`config.mk`:
```
export PLATFORM = sky130hd
export DESIGN_NAME = div_op_sequencer_flat
export DESIGN_NICKNAME = d
export VERILOG_FILES = /design/src/rtl/div_seq_pkg.sv /design/src/rtl/div_op_sequencer_if.sv /design/src/rtl/div_seq_fifo.sv /design/src/rtl/div_op_sequencer.sv /design/src/flat_wrapper.sv
export SDC_FILE = /design/constraint.sdc
export NUM_CORES = 1
export LEC_CHECK = 0
export CELL_PAD_IN_SITES_DETAIL_PLACEMENT = 2
export CELL_PAD_IN_SITES_GLOBAL_PLACEMENT = 2
export CORE_ASPECT_RATIO = 1.2
export CORE_UTILIZATION = 30
export DETAILED_ROUTE_END_ITERATION = 10
export PLACE_DENSITY_LB_ADDON = 0.1
export SETUP_SLACK_MARGIN = 0.3
export SLEW_MARGIN = 20
export SYNTH_ARGS = -nofsm -noshare
export SYNTH_HDL_FRONTEND = slang
export SYNTH_SLANG_ARGS = --single-unit
```
`constraint.sdc`:
```
create_clock -name clk -period 2.47 [get_ports clk]
set_clock_uncertainty 0.05 [all_clocks]
set_input_delay 0.741 -clock clk [delete_from_list [all_inputs] [get_ports clk]]
set_output_delay 0.741 -clock clk [all_outputs]
set_load 0.01 [all_outputs]
```
`src/rtl/div_seq_pkg.sv`:
```
// Shared types and constants for the divider operand-issue stage.
//   state_t   : sequencer FSM states
//   operand_t : signed dividend/divisor pair as stored in the operand FIFO
//   ERR_*     : bit positions inside the 2-bit error field
package div_seq_pkg;

    localparam int unsigned DATA_W  = 8;
    localparam int unsigned ERR_W   = 2;
    localparam int unsigned ERR_DEG = 0;
    localparam int unsigned ERR_TMO = 1;

    localparam logic [DATA_W-1:0] MOST_NEG = 8'h80;
    localparam logic [DATA_W-1:0] ZERO_VAL = 8'h00;

    typedef enum logic [1:0] {
        IDLE,
        START,
        WAIT,
        HOLD
    } state_t;

    typedef struct packed {
        logic [DATA_W-1:0] a;
        logic [DATA_W-1:0] b;
    } operand_t;

    // Operand pairs the shift divider forces to a zero quotient.
    function automatic logic is_degenerate(input operand_t op);
        return (op.b == ZERO_VAL) || (op.a == ZERO_VAL) ||
               (op.a == MOST_NEG) || (op.b == MOST_NEG);
    endfunction

endpackage

```
`src/rtl/div_op_sequencer_if.sv`:
```
// Stream and divider-side signals of the operand-issue stage.
//   in_*  : operand pair stream into the sequencer (valid/ready)
//   div_* : operand/start/done/quotient link to the shift divider
//   out_* : quotient result stream (valid/ready) with error flags
// master = environment side, slave = sequencer side.
interface div_op_sequencer_if;
    import div_seq_pkg::*;

    logic              in_valid;
    logic              in_ready;
    logic [DATA_W-1:0] in_a;
    logic [DATA_W-1:0] in_b;
    logic [DATA_W-1:0] div_a;
    logic [DATA_W-1:0] div_b;
    logic              div_start;
    logic              div_done;
    logic [DATA_W-1:0] div_q;
    logic              out_valid;
    logic              out_ready;
    logic [DATA_W-1:0] out_q;
    logic [ERR_W-1:0]  out_err;

    modport master (
        output in_valid, in_a, in_b, div_done, div_q, out_ready,
        input  in_ready, div_a, div_b, div_start, out_valid, out_q, out_err
    );

    modport slave (
        input  in_valid, in_a, in_b, div_done, div_q, out_ready,
        output in_ready, div_a, div_b, div_start, out_valid, out_q, out_err
    );

endinterface

```
`src/rtl/div_seq_fifo.sv`:
```
// Synchronous operand FIFO with registered read data.
//   push/wr_data : write when not full (no push-through when full)
//   pop          : read when not empty; rd_data updates on the pop edge and
//                  then holds until the next pop
//   full/empty   : from extended-pointer compare
// clk, rst (synchronous, active-low).
module div_seq_fifo #(
    parameter int unsigned WIDTH = 16,
    parameter int unsigned DEPTH = 2
) (
    input  logic             clk,
    input  logic             rst,
    input  logic             push,
    input  logic [WIDTH-1:0] wr_data,
    input  logic             pop,
    output logic [WIDTH-1:0] rd_data,
    output logic             full,
    output logic             empty
);

    localparam int unsigned AW    = $clog2(DEPTH);
    localparam int unsigned PTR_W = AW + 1;

    logic [WIDTH-1:0] mem [DEPTH];
    logic [PTR_W-1:0] wr_ptr;
    logic [PTR_W-1:0] rd_ptr;
    logic             do_push;
    logic             do_pop;

    assign full    = (wr_ptr[AW] != rd_ptr[AW]) && (wr_ptr[AW-1:0] == rd_ptr[AW-1:0]);
    assign empty   = (wr_ptr == rd_ptr);
    assign do_push = push && !full;
    assign do_pop  = pop && !empty;

    // Pointer and read-data registers; pointers wrap modulo 2*DEPTH.
    always_ff @(posedge clk) begin
        if (!rst) begin
            wr_ptr  <= '0;
            rd_ptr  <= '0;
            rd_data <= '0;
        end else begin
            if (do_push) wr_ptr <= wr_ptr + PTR_W'(1);
            if (do_pop) begin
                rd_ptr  <= rd_ptr + PTR_W'(1);
                rd_data <= mem[rd_ptr[AW-1:0]];
            end
        end
    end

    // Storage needs no reset; emptiness is tracked by the pointers.
    always_ff @(posedge clk) begin
        if (do_push) mem[wr_ptr[AW-1:0]] <= wr_data;
    end

endmodule

```
`src/rtl/div_op_sequencer.sv`:
```
// Operand-issue stage in front of the 8-bit signed shift divider.
// Buffers operand pairs, issues one at a time with a start pulse, waits for
// completion (with a watchdog) and returns the quotient plus error flags.
//   clk, rst : clock, synchronous active-low reset
//   bus      : in_* operand stream, div_* divider link, out_* result stream
module div_op_sequencer
    import div_seq_pkg::*;
#(
    parameter int unsigned FIFO_DEPTH = 2,
    parameter int unsigned TIMEOUT    = 32
) (
    input  logic               clk,
    input  logic               rst,
    div_op_sequencer_if.slave  bus
);

    localparam int unsigned WD_W = $clog2(TIMEOUT) + 1;

    state_t            state;
    logic [WD_W-1:0]   wd;
    logic              deg;
    logic              start_q;
    logic              valid_q;
    logic [DATA_W-1:0] q_q;
    logic [ERR_W-1:0]  err_q;
    operand_t          head;
    logic              fifo_full;
    logic              fifo_empty;
    logic              pop;

    assign pop = (state == IDLE) && !fifo_empty;

    // The FIFO's registered read data doubles as the held divider operands.
    div_seq_fifo #(
        .WIDTH ($bits(operand_t)),
        .DEPTH (FIFO_DEPTH)
    ) u_fifo (
        .clk     (clk),
        .rst     (rst),
        .push    (bus.in_valid),
        .wr_data ({bus.in_a, bus.in_b}),
        .pop     (pop),
        .rd_data (head),
        .full    (fifo_full),
        .empty   (fifo_empty)
    );

    // Sequencer FSM, watchdog and result registers.
    always_ff @(posedge clk) begin
        if (!rst) begin
            state   <= IDLE;
            wd      <= '0;
            deg     <= 1'b0;
            start_q <= 1'b0;
            valid_q <= 1'b0;
            q_q     <= '0;
            err_q   <= '0;
        end else begin
            start_q <= 1'b0;
            case (state)
                IDLE: begin
                    if (!fifo_empty) begin
                        start_q <= 1'b1;
                        state   <= START;
                    end
                end
                START: begin
                    // Operands became visible this cycle, so classify them here.
                    wd    <= '0;
                    deg   <= is_degenerate(head);
                    state <= WAIT;
                end
                WAIT: begin
                    // A done in the timeout cycle still counts as a normal completion.
                    if (bus.div_done) begin
                        q_q            <= bus.div_q;
                        err_q[ERR_TMO] <= 1'b0;
                        err_q[ERR_DEG] <= deg;
                        valid_q        <= 1'b1;
                        state          <= HOLD;
                    end else if (wd == WD_W'(TIMEOUT - 1)) begin
                        q_q            <= '0;
                        err_q[ERR_TMO] <= 1'b1;
                        err_q[ERR_DEG] <= deg;
                        valid_q        <= 1'b1;
                        state          <= HOLD;
                    end else if (wd != '1) begin
                        wd <= wd + WD_W'(1);
                    end
                end
                HOLD: begin
                    if (bus.out_ready) begin
                        valid_q <= 1'b0;
                        state   <= IDLE;
                    end
                end
                default: state <= IDLE;
            endcase
        end
    end

    assign bus.in_ready  = !fifo_full;
    assign bus.div_a     = head.a;
    assign bus.div_b     = head.b;
    assign bus.div_start = start_q;
    assign bus.out_valid = valid_q;
    assign bus.out_q     = q_q;
    assign bus.out_err   = err_q;

endmodule

```
`src/flat_wrapper.sv`:
```
// flat-port wrapper written by rule: the top's interface ports become plain ports
module div_op_sequencer_flat import div_seq_pkg::*;
#(
    parameter int unsigned FIFO_DEPTH = 2,
    parameter int unsigned TIMEOUT    = 32
)
  (clk, rst, bus_in_valid, bus_in_a, bus_in_b, bus_div_done, bus_div_q, bus_out_ready, bus_in_ready, bus_div_a, bus_div_b, bus_div_start, bus_out_valid, bus_out_q, bus_out_err);
  div_op_sequencer_if bus_i ();
  input  logic clk;
  input  logic rst;
  input wire logic [$bits(bus_i.in_valid)-1:0] bus_in_valid;
  input wire logic [$bits(bus_i.in_a)-1:0] bus_in_a;
  input wire logic [$bits(bus_i.in_b)-1:0] bus_in_b;
  input wire logic [$bits(bus_i.div_done)-1:0] bus_div_done;
  input wire logic [$bits(bus_i.div_q)-1:0] bus_div_q;
  input wire logic [$bits(bus_i.out_ready)-1:0] bus_out_ready;
  output wire logic [$bits(bus_i.in_ready)-1:0] bus_in_ready;
  output wire logic [$bits(bus_i.div_a)-1:0] bus_div_a;
  output wire logic [$bits(bus_i.div_b)-1:0] bus_div_b;
  output wire logic [$bits(bus_i.div_start)-1:0] bus_div_start;
  output wire logic [$bits(bus_i.out_valid)-1:0] bus_out_valid;
  output wire logic [$bits(bus_i.out_q)-1:0] bus_out_q;
  output wire logic [$bits(bus_i.out_err)-1:0] bus_out_err;
  assign bus_i.in_valid = bus_in_valid;
  assign bus_i.in_a = bus_in_a;
  assign bus_i.in_b = bus_in_b;
  assign bus_i.div_done = bus_div_done;
  assign bus_i.div_q = bus_div_q;
  assign bus_i.out_ready = bus_out_ready;
  assign bus_in_ready = bus_i.in_ready;
  assign bus_div_a = bus_i.div_a;
  assign bus_div_b = bus_i.div_b;
  assign bus_div_start = bus_i.div_start;
  assign bus_out_valid = bus_i.out_valid;
  assign bus_out_q = bus_i.out_q;
  assign bus_out_err = bus_i.out_err;
  div_op_sequencer #(.FIFO_DEPTH(FIFO_DEPTH), .TIMEOUT(TIMEOUT)) u_core (.clk(clk), .rst(rst), .bus(bus_i));
endmodule
```
== After elaboration in Yosys (flattened, before gate mapping) ==
Memories as Yosys holds them, arrays and structs flattened. A register that Yosys moved wholly into a read port is not among the register bits.
Index checks and enable logic that the tools add are counted.

* Register bits: 25
* RAM bits: 32
* Input bits: 29
* Output and inout bits: 29
* Word-level logic and storage cells: 70
* Memories kept: 1

{| class="wikitable"
|+ Memory list
! name !! words !! width !! rd ports !! clocked after memory_dff !! wr ports !! line !! text
|-
| u_core.u_fifo.mem || 2 || 16 || 1 || 1 || 1 || div_seq_fifo.sv:24 || <nowiki>logic [WIDTH-1:0] mem [DEPTH];</nowiki>
|}

* Add/sub/neg operators: 3
* Equality and inequality tests: 16
* Multiplexer cells: 20
* Reductions and logical operators: 21

{| class="wikitable"
|+ Operator list
! operator !! number
|-
| $mux W6 || 3
|-
| $eq A8 B8 Y1 const B || 2
|-
| $logic_not A8 Y1 || 2
|-
| $mux W8 || 2
|-
| $mux W2 || 6
|-
| $pmux W6 S2 || 1
|-
| $ne A2 B2 Y1 const B || 4
|-
| $pmux W2 S4 || 1
|-
| $add A6 B1 Y6 const B || 1
|-
| $eq A6 B5 Y1 const B || 1
|-
| $mux W1 || 6
|-
| $ne A6 B6 Y1 const B || 1
|-
| $reduce_and A3 Y1 || 2
|-
| $reduce_bool A2 Y1 || 3
|-
| $add A2 B1 Y2 const B || 2
|-
| $eq A2 B2 Y1 const B || 2
|-
| $logic_and A1 B1 Y1 || 4
|-
| $reduce_and A2 Y1 || 2
|-
| $reduce_and A4 Y1 || 1
|-
| $logic_not A1 Y1 || 3
|-
| $logic_or A1 B1 Y1 || 3
|-
| $ne A3 B2 Y1 const B || 1
|-
| $eq A2 B1 Y1 const B || 1
|-
| $eq A2 B2 Y1 || 1
|-
| 5 further kinds || 5
|}

== Logic depth before layout (Yosys ltp) ==
Gate-level depths: netlist (run 1).

* Word-level depth: 6
* Gate-level depth with buffers: 8
* Depth with buffers taken out: 6

== Cells and area by module ==
A second synthesis (run 1) with hierarchy kept.

* Cell total of the unflattened synthesis: 249
* Area, all modules: 2985.4 µm²

{| class="wikitable"
|+ By module, submodules not included
! module !! instances !! cells each !! area an instance (µm²)
|-
| div_seq_fifo || 1 || 149 || 2025.7
|-
| div_op_sequencer || 1 || 100 || 959.7
|}

== Worst setup path after synthesis (run 1) ==
Ideal clock, no wire load.

* Kind: in2reg
* Start: input bus_in_valid
* End: memory u_core.u_fifo.mem[0][0] (enable)
* Setup time: 0.390 ns
* Arrival: 1.563 ns
* Required time: 2.030 ns
* Setup slack: 0.467 ns
* Stages: 2
* Buffers on the path: 0
* Cell sequence: o21ai_0 nor2_1

* Cells in the longest elaborated chain, start to end: 3

{| class="wikitable"
|+ RTL lines
! what !! line !! text
|-
| start, declared || flat_wrapper.sv:11 || <nowiki>input wire logic [$bits(bus_i.in_valid)-1:0] bus_in_valid;</nowiki>
|-
| $logic_and A1 B1 Y1 || div_seq_fifo.sv:32 || <nowiki>assign do_push = push && !full;</nowiki>
|-
| $mux W1 || div_seq_fifo.sv:52 || <nowiki>if (do_push) mem[wr_ptr[AW-1:0]] <= wr_data;</nowiki>
|-
| $mux W1 (implied by the code) || div_seq_fifo.sv:52 ||
|-
| end, declared || div_seq_fifo.sv:24 ||
|}

No other way between the ends.

== Worst setup path after layout (run 1) ==
* Start: register u_core.u_fifo.wr_ptr[1]
* End: output bus_in_ready

* Cells in the longest elaborated chain, start to end: 3

{| class="wikitable"
|+ RTL lines
! what !! line !! text
|-
| start, declared || div_seq_fifo.sv:25 || <nowiki>logic [PTR_W-1:0] wr_ptr;</nowiki>
|-
| start signal, assigned || div_seq_fifo.sv:42 || <nowiki>if (do_push) wr_ptr <= wr_ptr + PTR_W'(1);</nowiki>
|-
| $ne A1 B1 Y1 || div_seq_fifo.sv:30 || <nowiki>assign full = (wr_ptr[AW] != rd_ptr[AW]) && (wr_ptr[AW-1:0] == rd_ptr[AW-1:0]);</nowiki>
|-
| $logic_and A1 B1 Y1 || div_seq_fifo.sv:30 ||
|-
| $logic_not A1 Y1 || div_op_sequencer.sv:102 || <nowiki>assign bus.in_ready = !fifo_full;</nowiki>
|-
| end, declared || flat_wrapper.sv:17 || <nowiki>output wire logic [$bits(bus_i.in_ready)-1:0] bus_in_ready;</nowiki>
|}

No other way between the ends.

==> reports/summary.txt, run 1 <==
Wire per inst: 15.7 um
Filler cells: 1,012
Crit path required time: 1.68 ns
All-Layer GR Usage: 0.142
Hold_buf cts: 0
Worst hold start: u_core.bus.out_err[1]
Setup violators final: 0
Number of buffers created by CTS: 9
Clock power share: 0.278
Final WS setup: 0.386 ns
Final Max Tran Viols: 0
Synth Cell Area: 0.00297 mm2
Worst slew margin: 0.687
Vias after detailed routing: 2,081
Worst IR Drop VDD: 394 uV
Post-route cell area: 0.00397 mm2
DR vias/cell: 4.78
Reg2reg path depth: 6
Least-Margin Pin Slew: 0.468 ns
First-pass GRT wire length: 11,200 um
I/O Buffers: 57
Post-Syn Nets: 282
P&R area growth vs syn: 33.7%
Layout cells sized above 1: 0.0994
Die X: 92.8 um
Aggregate routed wire length: 6830 um
CTS Root Cell: clkbuf_16
Sequential Area: 0.00179 mm2
Worst path slowest cell: dfxtp_2
Avg Cell Area, Syn: 12.0 um2
Switching share of power: 0.321
M1 WL: 2930 um
Worst setup path endpoint: bus_in_ready
CP startpoint: u_core.u_fifo.wr_ptr[1]
Sink Count: 73
Internal power: 2.89 mW
Setup TNS: 0 ns
Vias in the first global route: 2,214
Synth async-reset ratio: 0
Power Dens Cells: 1070 mW/mm2
Sequential share of power: 0.401
Met2 routed WL: 3560 um
Yosys reg bits: 73
Die Y: 111 um
Clock tree buffer depth: 2
Post-Place Cell Area: 0.00368 mm2
Starting density of the core: 0.310
RR Endpoint: u_core.wd[5]
DRT iter0 DRCs: 68
Nets: 341
Post-synth cell types: 38
DRC: 0
CP Capture Type: output port
GRT Residual Overflow: 0
Kind of critical path: register to output port
Final period util: 0.844
FF-to-FF Start: u_core.state[0]
Final worst path period need: 2.08 ns
GP Congestion: 0.679
Io pins: 58
Combinational power share: 0.321
TritonRoute pass-1 iters: 3
CTS clk-pin slew, worst paths: 0.06 ns
CTS H-tree lvls: 3
Fmax: 480 MHz
Mapped Cells: 248
CP Cell Sequence: xor2_2 > nand2b_1 > dlygate4sd2_1
P_leak: 1.55 nW
Run status: completed
Pre-CTS setup slack: 0.214 ns
Fin. Hold Viols: 0
Max-capacitance violation count: 0
Worst Hold Class: register to register
Worst Setup Start Kind: register
Clk_lat worst skew: 0.33 ns
Initial antenna violation count: 0
Sw Pwr: 1.37 mW
Top layer in use: met4
Post-CTS Setup Bufs: 0
Core area: 0.00956 mm2
YS warnings: 0
# diodes: 0
Die area: 0.0103 mm2
CP arrival: 1.29 ns
Post-synth EDFFs: 32
Main synth FF type: dfxtp_1
Remaining antenna violation count: 0
FP Rows: 39
CP Max Fanout: 4
FF-to-FF setup slack: 0.55 ns
Largest net degree at the start of global routing: 44
Crit path largest cell delay: 0.39 ns
Register area share after synthesis: 0.601
Pwr Total: 4.26 mW
Dpl hpwl: 4470 um
RSZ-0062 raised after global routing: no
Met3 routed WL: 240 um
Footprint of the multi-input gates: 0.00109 mm2
CTS tree: yes
repair_timing:
item                       CTS  global route
hold endpoints to repair     0             0
gates cloned                 0             0
gates resized for setup      5             2
setup endpoints to repair    1             1
through the flow:
step,hold slack [ns],instances,util
2_1_floorplan,0.416,248,-
3_3_place_gp,0.382,419,0.384
3_5_place_dp,0.393,419,0.384
4_1_cts,0.402,435,0.414
5_1_grt,0.436,435,0.415
6_report,0.397,435,0.415
sequential cells by signal, indices dropped and copies added, names as in the netlist:
register               flops
u_core.u_fifo.rd_data     16
u_core.u_fifo.rd_ptr       2
u_core.wd                  6
u_core.bus.out_valid       1
u_core.bus.out_err         2
u_core.bus.out_q           8
u_core.bus.div_start       1
u_core.state               2
u_core.deg                 1
u_core.u_fifo.mem         32
u_core.u_fifo.wr_ptr       2
power groups by stage:
stage	clock [mW]	sequential [mW]	combinational, mW
2_1_floorplan	0	1.75	0.793
3_3_place_gp	0	1.73	1.37
3_5_place_dp	0	1.73	1.39
4_1_cts	1.23	1.71	1.41
5_1_grt	1.26	1.75	1.52
6_report	1.19	1.71	1.37
layout by cell type, fill, tap and decap left out, types with 4 or more instances in the layout:
cell	netlist	routed
ha_1	5	5
a21boi_0	9	9
nand3_1	11	11
buf_4	3	4
clkdlybuf4s50_1	0	56
inv_1	6	6
edfxtp_1	32	32
clkbuf_16	0	9
a21oi_1	8	8
o211a_1	16	16
nand2_1	38	38
dfxtp_1	41	38
and2_1	7	7
mux2i_1	20	20
nand4_1	4	4
worst max-delay path, delay by kind of cell (launching register included):
kind          cells  cell delay, ns
simple gates      1            0.10
flops             1            0.39
xor+xnor          1            0.19
buf+inv           1            0.29
Yosys cell counts (2+ instances only):
library cell  number  area (um2)
a21oi_1            8        40.0
nor3_1             3        15.0
o21ai_0            3        15.0
buf_2              4        20.0
o21a_1             3        22.5
clkbuf_1           6        22.5
nand2_1           38         143
and2_1             7        43.8
ha_1               5        62.6
nor2_1             2        7.51
buf_6              2        22.5
nand3_1           11        55.1
nand4_1            4        25.0
a21boi_0           9        67.6
nor4_1             2        12.5
edfxtp_1          32         961
mux2i_1           20         200
inv_1              6        22.5
nor2b_1            3        18.8
xnor2_1            3        26.3
dfxtp_1           41         821
o211a_1           16         160
xor2_1             3        26.3
buf_4              3        22.5
worst min path at each step:
| stage | to | cells after the start | slack (ns) |
|---|---|---|---|
| 2_1_floorplan | u_core.bus.out_err[1] | 2 | 0.42 |
| 3_3_place_gp | u_core.bus.out_err[1] | 2 | 0.38 |
| 3_5_place_dp | u_core.bus.out_err[1] | 2 | 0.39 |
| 4_1_cts | u_core.bus.out_err[1] | 2 | 0.40 |
| 5_1_grt | u_core.bus.out_err[1] | 2 | 0.44 |
| 6_report | u_core.bus.out_err[1] | 2 | 0.40 |
per-layer routing:
layer	global-route usage	up-vias
li1	-	1005
met1	0.168	1029
met2	0.246	40
met3	0.0350	7
met4	0.0503	0
met5	0	-
layout make-up:
cell class,instances,area share
Timing Repair Buffer,63,0.161
Clock buffer,10,0.0577
Clock inverter,6,0.0107
Multi-Input combinational cell,154,0.275
Inverter,6,0.00568
Sequential cell,73,0.451
Tap cell,123,0.0388
logic make-up (layout without fill, tap and decap cells):
| family | count (synthesis) | after routing | share of synthesized area |
|---|---|---|---|
| and+or+nand+nor | 77 | 77 | 0.126 |
| xor gates and xnor gates | 6 | 6 | 0.0177 |
| AOI/OAI and AO/OA | 46 | 46 | 0.130 |
| DFF | 73 | 73 | 0.601 |
| adders and majority gates | 5 | 5 | 0.0211 |
| muxes | 20 | 20 | 0.0675 |
| buffers and inverters | 21 | 85 | 0.0371 |
(Power assumes the default switching activity.)
==> run 2: changes to the inputs <==
- clock period: 2.47 -> 1.9 ns (I/O delays scaled with it)
==> reports/summary.txt, run 2 (same netlist as run 1, synthesis figures left out) <==
Run status: completed
Dpl hpwl: 4780 um
Vias after detailed routing: 2,136
Internal power: 3.90 mW
CTS tree: yes
Die X: 92.8 um
Worst slew margin: 0.741
Remaining antenna violation count: 0
All-Layer GR Usage: 0.145
Least-Margin Pin Slew: 0.385 ns
Clock power share: 0.277
Most used routing layer: met2
RR Endpoint: u_core.wd[5]
Pwr Total: 5.84 mW
Sequential share of power: 0.386
Met3 GRT Util: 0.0274
Footprint of the multi-input gates: 0.00119 mm2
Met1 Resource Use GR: 0.164
CTS H-tree lvls: 3
# diodes: 0
P&R area growth vs syn: 41.0%
Worst hold stages: 2
Commonest non-fill, non-tap cell in the layout: nand2_1
DRT iter0 DRCs: 20
Wire per inst: 15.5 um
Aggregate routed wire length: 6960 um
RSZ-0062 raised after global routing: yes
Number of buffers created by CTS: 9
FP Rows: 39
Core area: 0.00956 mm2
I/O Buffers: 57
CP startpoint: u_core.u_fifo.wr_ptr[0]
Clk_lat worst skew: 0.33 ns
Setup violators final: 0
Nets: 355
Reg2reg path depth: 6
Commonest cells after routing, fill and taps aside: nand2_1, edfxtp_1, dfxtp_1
Fmax: 585 MHz
Final worst path period need: 1.71 ns
Crit path required time: 1.28 ns
CP arrival: 1.09 ns
Vias in the first global route: 2,279
Combinational power share: 0.336
Die Y: 111 um
Sink Count: 73
Starting density of the core: 0.310
Die area: 0.0103 mm2
P_leak: 1.72 nW
Sequential Area: 0.00180 mm2
FF-to-FF Start: u_core.state[0]
DRC: 0
TritonRoute pass-1 iters: 3
DR vias/cell: 4.76
First-pass GRT wire length: 11,400 um
Final Max Tran Viols: 0
Sw Pwr: 1.94 mW
Worst Hold Class: register to register
Initial antenna violation count: 0
CTS clk-pin slew, worst paths: 0.06 ns
Filler cells: 1,001
CP Max Fanout: 2
Layout cells sized above 1: 0.233
Power Dens Cells: 1400 mW/mm2
Worst Setup Start Kind: register
Finished Core Util: 0.437
GP Congestion: 0.672
GRT Residual Overflow: 0
Fin. Hold Viols: 0
Kind of critical path: register to output port
GRT met2 Usage: 0.258
Clock tree buffer depth: 2
Worst IR Drop VDD: 551 uV
FF-to-FF setup slack: 0.32 ns
Largest net degree at the start of global routing: 27
Final period util: 0.900
Max-capacitance violation count: 0
Io pins: 58
CP Capture Type: output port
Switching share of power: 0.332
CTS Root Cell: clkbuf_16
Max FFs per register: 32
Worst setup path endpoint: bus_in_ready
[run 2: repair_timing]
item	4_1_cts	5_1_grt
endpoints found under the hold margin	0	0
resized for setup	60	29
setup buffers	3	2
pin swaps	3	3
hold buffers	0	0
setup endpoints to repair	47	21
[run 2: cell type report]
cell class / count / share of cell area
clock buffer: 9 / 0.0539
tap: 123 / 0.0368
clock inverter: 7 / 0.0141
multi-input combinational: 154 / 0.284
inverter: 6 / 0.00658
sequential: 73 / 0.430
timing repair buffer: 77 / 0.174
[run 2: metrics by stage]
step	setup slack, ns	instance area (um2)	hold WS, ns	TNS, ns	cells
after floorplan	0.307	3000	0.416	0	248
after global placement	0.00911	3800	0.391	0	428
after detailed placement	-0.0183	3800	0.394	-0.241	428
after CTS	0.0521	4140	0.401	0	447
after global routing	0.158	4180	0.427	0	449
final	0.191	4180	0.395	0	449
[run 2: critical path: stages, from the launching register on]
cell	delay [ns]
dfxtp_2	0.33
xor2_2	0.17
nand2b_4	0.14
buf_6	0.12
[run 2: worst min-delay path by stage]
stage | from | slack (ns) | to
after global placement | u_core.bus.out_err[1] | 0.39 | u_core.bus.out_err[1]
after floorplan | u_core.bus.out_err[1] | 0.42 | u_core.bus.out_err[1]
after detailed placement | u_core.bus.out_err[1] | 0.39 | u_core.bus.out_err[1]
final | u_core.bus.out_err[1] | 0.40 | u_core.bus.out_err[1]
after global routing | u_core.bus.out_err[1] | 0.43 | u_core.bus.out_err[1]
after CTS | u_core.bus.out_err[1] | 0.40 | u_core.bus.out_err[1]
[run 2: power groups by stage]
stage	logic (mW)	clock network, mW	registers (mW)
floorplan	1.06	0	2.28
global placement	1.90	0	2.24
detailed placement	1.94	0	2.24
CTS	1.95	1.67	2.23
global route	2.15	1.74	2.30
finish	1.96	1.62	2.26
[run 2: routing by layer]
metal	up-vias	routed length, um	part of all wire
met2	44	3680	0.53
li1	1037	-	-
met3	10	239	0.034
met4	0	130	0.019
met5	-	0	0
met1	1045	2910	0.42
==> run 3: changes to the inputs <==
- GPL_TIMING_DRIVEN: default -> 1
- REMOVE_ABC_BUFFERS: default -> 1
- SLEW_MARGIN: 20 -> default
==> reports/summary.txt, run 3 (same netlist as run 1, synthesis figures left out) <==
Run status: completed
Setup TNS: 0 ns
Met2 routed WL: 4030 um
Worst slew margin: 0.750
Met3 routed WL: 276 um
TritonRoute pass-1 iters: 4
Die X: 92.8 um
Layout cells sized above 1: 0.254
Filler cells: 977
Worst Setup Start Kind: register
Max-capacitance violation count: 0
Die Y: 111 um
Kind of critical path: register to output port
DRC: 0
GP Congestion: 0.709
Final period util: 0.912
GRT Residual Overflow: 0
Fin. Hold Viols: 0
Final Max Tran Viols: 0
CTS H-tree lvls: 3
Sequential Area: 0.00180 mm2
Finished Core Util: 0.453
Dpl hpwl: 4770 um
CTS Root Cell: clkbuf_16
Worst Hold Class: register to register
Footprint of the multi-input gates: 0.00119 mm2
Clock tree buffer depth: 2
First-pass GRT wire length: 11,900 um
Io pins: 58
Clk_lat worst skew: 0.33 ns
Crit path required time: 1.28 ns
Vias in the first global route: 2,369
Die area: 0.0103 mm2
Initial antenna violation count: 0
Fmax: 577 MHz
CP startpoint: u_core.u_fifo.wr_ptr[0]
Commonest non-fill, non-tap cell in the layout: nand2_1
Commonest cells after routing, fill and taps aside: nand2_1, edfxtp_1, dfxtp_1
CP Max Fanout: 2
Number of buffers created by CTS: 9
M1 WL: 3220 um
Final worst path period need: 1.73 ns
Least-Margin Pin Slew: 0.371 ns
P_leak: 1.79 nW
Aggregate routed wire length: 7630 um
Starting density of the core: 0.310
Vias after detailed routing: 2,187
Hold_buf cts: 0
Setup violators final: 0
Power Dens Cells: 1460 mW/mm2
# diodes: 0
RSZ-0062 raised after global routing: yes
Core area: 0.00956 mm2
FF-to-FF Start: u_core.u_fifo.rd_ptr[1]
DR vias/cell: 4.78
CTS tree: yes
Sink Count: 73
I/O Buffers: 57
Pwr Total: 6.31 mW
Top layer in use: met4
CTS clk-pin slew, worst paths: 0.06 ns
FP Rows: 39
Worst hold start: u_core.bus.out_err[1]
Wire per inst: 16.7 um
Worst IR Drop VDD: 627 uV
All-Layer GR Usage: 0.153
CP Capture Type: output port
Max FFs per register: 32
Remaining antenna violation count: 0
Final hold slack: 0.407 ns
CP arrival: 1.11 ns
Nets: 365
Largest net degree at the start of global routing: 27
P&R area growth vs syn: 46.1%
DRT iter0 DRCs: 67
==> run 3: critical path, stage by stage, from the launching register on <==
cell      delay [ns]
dfxtp_2         0.35
xor2_2          0.18
nand2b_4        0.16
buf_6           0.09
==> run 3: where the power goes <==
| group | leakage (nW) | internal, mW | switching [mW] |
|---|---|---|---|
| Sequential | 0.640 | 2.02 | 0.222 |
| Combinational | 1.01 | 1.29 | 1.12 |
| Clock | 0.136 | 1.04 | 0.626 |
| Total | 1.79 | 4.35 | 1.97 |
==> run 3: final cells by class <==
| cell class | instances | share of cell area |
|---|---|---|
| multi-input cells | 154 | 0.276 |
| clock buffers | 12 | 0.0569 |
| flip-flops and latches | 73 | 0.416 |
| inverters | 6 | 0.00578 |
| clock inverters | 3 | 0.00953 |
| well taps | 123 | 0.0355 |
| repair buffers | 87 | 0.201 |
==> run 3: path summary, 6_finish.rpt <==
kind | to | slack (ns) | depth (start not counted)
hold reg to reg | u_core.bus.out_err[1] | 0.41 | 2
setup / recovery | bus_in_ready | 0.17 | 3
setup reg to reg | u_core.state[0] | 0.24 | 6
hold / removal | u_core.bus.out_err[1] | 0.41 | 2
==> run 3: timing repair <==
item                                    CTS  global route
endpoints found under the setup margin   38            55
gates cloned                              0             3
gates resized for setup                  66            45
setup buffers                             3             4
pin swaps                                 6            11
==> run 3: per-stage QoR <==
step / area [um2] / setup slack [ns] / std cells
after floorplan: 2880 / -0.586 / 233
final: 4330 / 0.167 / 458
after global placement: 3800 / -0.123 / 433
after detailed placement: 3800 / -0.154 / 433
after global routing: 4330 / 0.115 / 458
after CTS: 4160 / 0.0321 / 451
==> run 3: layer usage <==
layer  vias to the layer above  GRT usage
met5                         -          0
met4                         0     0.0492
met3                         6     0.0473
met2                        43      0.268
met1                      1080      0.173
li1                       1058          -
